$ cat config.mk
export PLATFORM = sky130hd
export DESIGN_NAME = aes_inv_round_ctrl
export DESIGN_NICKNAME = d
export VERILOG_FILES = /design/src/rtl/aes_inv_round_ctrl.sv
export SDC_FILE = /design/constraint.sdc
export NUM_CORES = 1
export LEC_CHECK = 0
export ABC_AREA = 1
export CELL_PAD_IN_SITES_DETAIL_PLACEMENT = 0
export CELL_PAD_IN_SITES_GLOBAL_PLACEMENT = 1
export CORE_AREA = 2 2 255 257
export CTS_CLUSTER_SIZE = 8
export DETAILED_ROUTE_END_ITERATION = 12
export DIE_AREA = 0 0 257 259
export PLACE_DENSITY_LB_ADDON = 0.12
export SLEW_MARGIN = 30
export SYNTH_ARGS = -nofsm -noshare
export SYNTH_HDL_FRONTEND = slang
export SYNTH_SLANG_ARGS = --single-unit
$ cat constraint.sdc
create_clock -name clk -period 1.95 [get_ports clk]
set_input_delay 0.195 -clock clk [delete_from_list [all_inputs] [get_ports clk]]
set_output_delay 0.195 -clock clk [all_outputs]
set_load 0.05 [all_outputs]
$ cat src/rtl/aes_inv_round_ctrl.sv
// ---------------------------------------------------------------------------
// aes_inv_round_ctrl
//
// Purpose:
//   Sequencing controller for an iterative AES inverse cipher. It holds the
//   128-bit working state, asks an external key store for one round key per
//   cycle and hands the state to an external inverse-round datapath. One
//   block moves through IDLE -> ROUND (NR cycles) -> DONE -> IDLE.
//   The first AddRoundKey (with round key NR) happens on acceptance. After
//   that, each ROUND cycle loads the datapath result back into the state.
//   The last round (key 0) is the one that bypasses InvMixColumns.
//
// Parameters:
//   NR          number of cipher rounds (10, 12 or 14)
//
// Ports:
//   clk         rising-edge clock
//   rst_n       synchronous active-low reset
//   in_valid    ciphertext offered
//   in_ready    controller can accept a ciphertext (IDLE only)
//   ciphertext  128-bit input block
//   rk_idx      index of the round key wanted from the key store
//   rk          round key for rk_idx, returned in the same cycle
//   dp_state    current state register, fed to the inverse-round datapath
//   dp_mix      datapath applies InvMixColumns when 1
//   dp_next     datapath result for dp_state / rk / dp_mix
//   out_valid   plaintext valid (DONE)
//   out_ready   consumer accepts plaintext
//   plaintext   result block, zero unless out_valid
//   busy        high in ROUND and DONE
//   round       current round counter (debug), zero in IDLE and DONE
// ---------------------------------------------------------------------------
module aes_inv_round_ctrl #(
  parameter int NR = 10
) (
  input  logic         clk,
  input  logic         rst_n,
  input  logic         in_valid,
  output logic         in_ready,
  input  logic [127:0] ciphertext,
  output logic [3:0]   rk_idx,
  input  logic [127:0] rk,
  output logic [127:0] dp_state,
  output logic         dp_mix,
  input  logic [127:0] dp_next,
  output logic         out_valid,
  input  logic         out_ready,
  output logic [127:0] plaintext,
  output logic         busy,
  output logic [3:0]   round
);

  typedef enum logic [1:0] {
    IDLE  = 2'd0,
    ROUND = 2'd1,
    DONE  = 2'd2
  } state_t;

  // Key index presented while idle (the initial AddRoundKey key) and the
  // round counter value loaded when a block is accepted.
  localparam logic [3:0] LAST_KEY    = 4'(NR);
  localparam logic [3:0] FIRST_ROUND = 4'(NR - 1);

  state_t       fsm_q;
  logic [127:0] state_q;
  logic [3:0]   round_q;
  logic [3:0]   rk_idx_q;
  logic         in_ready_q;
  logic         out_valid_q;
  logic         busy_q;
  logic         dp_mix_q;

  // The FSM and all of its outputs live in this one register block. Each
  // output register is loaded with the value it must show in the state
  // being entered, so the outputs are glitch-free and line up with fsm_q.
  // rk_idx tracks the round counter while in ROUND. That way the key for
  // the round being computed is returned in the same cycle the datapath
  // needs it. In IDLE and DONE it rests at NR, ready for the next
  // acceptance. The unused fourth encoding falls back to a clean IDLE.
  always_ff @(posedge clk) begin
    if (!rst_n) begin
      fsm_q       <= IDLE;
      state_q     <= '0;
      round_q     <= '0;
      rk_idx_q    <= LAST_KEY;
      in_ready_q  <= 1'b1;
      out_valid_q <= 1'b0;
      busy_q      <= 1'b0;
      dp_mix_q    <= 1'b0;
    end else begin
      case (fsm_q)
        IDLE: begin
          if (in_valid) begin
            fsm_q      <= ROUND;
            state_q    <= ciphertext ^ rk;
            round_q    <= FIRST_ROUND;
            rk_idx_q   <= FIRST_ROUND;
            dp_mix_q   <= (FIRST_ROUND != 4'd0);
            in_ready_q <= 1'b0;
            busy_q     <= 1'b1;
          end
        end

        ROUND: begin
          state_q <= dp_next;
          if (round_q != 4'd0) begin
            round_q  <= round_q - 4'd1;
            rk_idx_q <= round_q - 4'd1;
            dp_mix_q <= (round_q != 4'd1);
          end else begin
            fsm_q       <= DONE;
            rk_idx_q    <= LAST_KEY;
            dp_mix_q    <= 1'b0;
            out_valid_q <= 1'b1;
          end
        end

        DONE: begin
          if (out_ready) begin
            fsm_q       <= IDLE;
            out_valid_q <= 1'b0;
            busy_q      <= 1'b0;
            in_ready_q  <= 1'b1;
          end
        end

        default: begin
          fsm_q       <= IDLE;
          state_q     <= '0;
          round_q     <= '0;
          rk_idx_q    <= LAST_KEY;
          in_ready_q  <= 1'b1;
          out_valid_q <= 1'b0;
          busy_q      <= 1'b0;
          dp_mix_q    <= 1'b0;
        end
      endcase
    end
  end

  // Plaintext is gated so downstream logic never sees intermediate states.
  assign plaintext = out_valid_q ? state_q : '0;
  assign dp_state  = state_q;
  assign in_ready  = in_ready_q;
  assign out_valid = out_valid_q;
  assign busy      = busy_q;
  assign dp_mix    = dp_mix_q;
  assign rk_idx    = rk_idx_q;
  assign round     = round_q;

endmodule

==> metrics.md <==
| Metric | Value |
|---|---|
| Hold Crit Depth | `3` |
| Pleak | `9.237 nW` |
| CTS buffer count | `17` |
| CP endpoint kind | `output port` |
| Critical Path Stages | `1` |
| Core Box Area | `63880 µm²` |
| Clock buffer depth | `2` |
| Status | `finished clean` |
| Yosys top cell area share | `31.37%` |
| Vias/cell | `3.837` |
| Gate power share | `47.2%` |
| Worst-Margin Slew | `0.6040 ns` |
| Fin nets | `2684` |
| Drt first pass iters | `5` |
| Top sig layer | `met5` |
| CP Buf/Inv Count | `1` |
| Initial Util | `14.18%` |
| Final core area utilization | `29.06%` |
| GRT Overall Usage | `16.13%` |
| Mapped Nets | `2063` |
| Largest net degree at the start of global routing | `67` |
| Number of I/O pins | `656` |
| Slowest stage cell, crit path | `clkdlybuf4s50_1` |
| Die width | `257 µm` |
| Met2 WL | `27.98 mm` |
| Critical-path cell list | `clkdlybuf4s50_1` |
| FF+latch count, synth | `142` |
| Cells after synthesis | `1672` |
| Pwr Total | `13.43 mW` |
| Slew Limit Fails | `0` |
| Critical Path Fanout Max | `3` |
| First-pass GRT wire length | `79.06 mm` |
| Vias post-DR | `12130` |
| Share of cells above drive strength 1 | `9.241%` |
| Synth Area per Inst | `5.419 µm²` |
| Setup TNS | `0 ns` |
| Routed wl met3 | `3.948 mm` |
| FMAX | `529.7 MHz` |
| Cell Area, Synth | `9061 µm²` |
| Int Power | `7.684 mW` |
| Reg area | `2846 µm²` |
| Initial detailed-routing violation count | `587` |
| Tmin final | `1.888 ns` |
| Endpoints failing setup | `0` |
| Number of global-route vias before repair | `12000` |
| Startpoint Class | `register` |
| Synth area leader | `dfxtp_1` |
| Fillers | `6961` |
| Reg2Reg Depth | `7` |
| WP data required | `1.75 ns` |
| Worst-path clk slew | `0.06 ns` |
| Synth Warn # | `0` |
| DP HPWL | `42.53 mm` |
| Die area | `66560 µm²` |
| CP top delay family | `buffers and inverters` |
| GPL Wtd Cong | `0.8325` |
| Initial antenna violation count | `8` |
| Clock Skew | `0.008407 ns` |
| Clock sinks | `142` |
| Synth area leaders | `dfxtp_1 31%, nand2_1 28%, nor2_1 11%, inv_1 9.4%, o21ai_0 7.0%` |
| Skew-Pair Late Insertion Delay | `0.48 ns` |
| VDD IR max | `597.8 µV` |
| DIE HEIGHT | `259 µm` |
| DRT antenna net count | `0` |
| CP max stage delay | `0.84 ns` |
| CTS H-Tree Depth | `4` |
| RSZ-0062 raised after global routing | `false` |
| Post-CTS setup buffer count | `0` |
| Final hold slack | `0.1730 ns` |
| Area of the multi-input gates | `4995 µm²` |
| Clk pwr share | `25.4%` |
| Port bufs | `655` |
| # DRC | `0` |
| Cell Pwr Density | `723.2 nW/µm²` |
| Netlist cell types | `23` |
| Placement row count | `93` |
| CTS tree | `built` |
| Routed wire length | `54.76 mm` |
| HP Class | `input port to register` |
| Grt ovf | `0` |
| Seq pwr share | `27.4%` |
| Per-cell routed wire length | `17.32 µm` |
| Crit path kind | `register to output port` |
| Final Hold Fails | `0` |
| Clock Tree Root | `clkbuf_16` |
| Max-cap viol count | `0` |
| Fin crit share | `96.81%` |
| Net Switching | `5.743 mW` |
| Switching share of power | `42.77%` |
| WL met1 | `22.05 mm` |
| Register area share after synthesis | `31.37%` |
| Max-slew headroom | `59.67%` |
| Worst EP arrival | `1.69 ns` |
| Area grow syn2layout | `104.9%` |
cell families (layout without fill, tap and decap cells):
kind of cell    count (synthesis)  count (layout)  share of synthesized area, %
simple gates                  982             982                         41.60
buf+inv                       315             948                         13.67
compound gates                229             229                         12.84
flops                         142             142                         31.37
fa+ha+maj                       3               3                        0.4143
xor+xnor                        1               1                       0.09668
other cells                     0               2                             0
metal layers:
layer  up-vias  GRT usage, %
met2       370         29.10
met4        14         3.811
met3        46         5.682
met1      5429         18.07
met5         -             0
li1       6275             -
flip-flops by register name, summed over array words and instances, names as in the netlist:
register,count
round,4
fsm_q,2
rk_idx,4
busy,1
in_ready,1
dp_state,128
dp_mix,1
out_valid,1
synth_stat cells (all sizes together):
cell type / instances
nand2: 672
nor2: 256
inv: 229
o21ai: 173
dfxtp: 142
a21oi: 55
nand3: 52
buf: 43
clkbuf: 42
ha: 3
clkinv: 1
nand3b: 1
nand4: 1
o211ai: 1
xor2: 1
power by group through the flow:
stage	combinational (mW)	clock (mW)	sequential, mW
floorplan	2.08	0	5.01
global placement	6.51	0	3.75
detailed placement	6.53	0	3.75
CTS	6.48	3.58	3.69
global route	6.85	3.67	3.74
finish	6.34	3.41	3.67
stage by stage:
stage / instances / area, µm² / setup WS (ns)
3_5_place_dp: 3128 / 17980 / 0.1250
5_1_grt: 3161 / 18560 / 0.001389
2_1_floorplan: 1672 / 9061 / 0.1150
4_1_cts: 3160 / 18530 / 0.00007616
6_report: 3162 / 18570 / 0.06213
3_3_place_gp: 3128 / 17980 / 0.1351
final cells by class:
class / count / area share [%]
diodes: 2 / 0.02696
clock inverters: 4 / 0.2696
repair buffers: 687 / 44.19
well taps: 855 / 5.762
inverters: 230 / 4.650
multi-input cells: 1215 / 26.90
flip-flops and latches: 142 / 15.33
clock buffers: 27 / 2.871
final timing paths:
check | slack [ns] | to | start
hold reg to reg | 0.46 | rk_idx[1] | rk_idx[1]
setup / recovery | 0.06 | dp_state[109] | dp_state[109]
hold / removal | 0.17 | dp_state[51] | rst_n
setup reg to reg | 0.27 | dp_state[12] | fsm_q[0]
cells in the final DEF, fill, tap and decap left out, types with 7 or more instances in the layout:
cell type,n
buf_12,141
nand3_1,51
clkdlybuf4s50_1,445
nor2_1,254
buf_4,33
clkbuf_8,7
o21ai_0,127
inv_1,227
o21ai_1,45
a21oi_1,54
nand2_1,672
dfxtp_1,141
clkbuf_16,17
dlygate4sd2_1,55
dlymetal6s2s_1,11
what timing repair did:
item                                    4_1_cts  5_1_grt
cloned                                        1        0
gates resized for setup                      56       11
hold buffers                                  0        0
endpoints found under the setup margin       56       11
(Power assumes the default switching activity.)
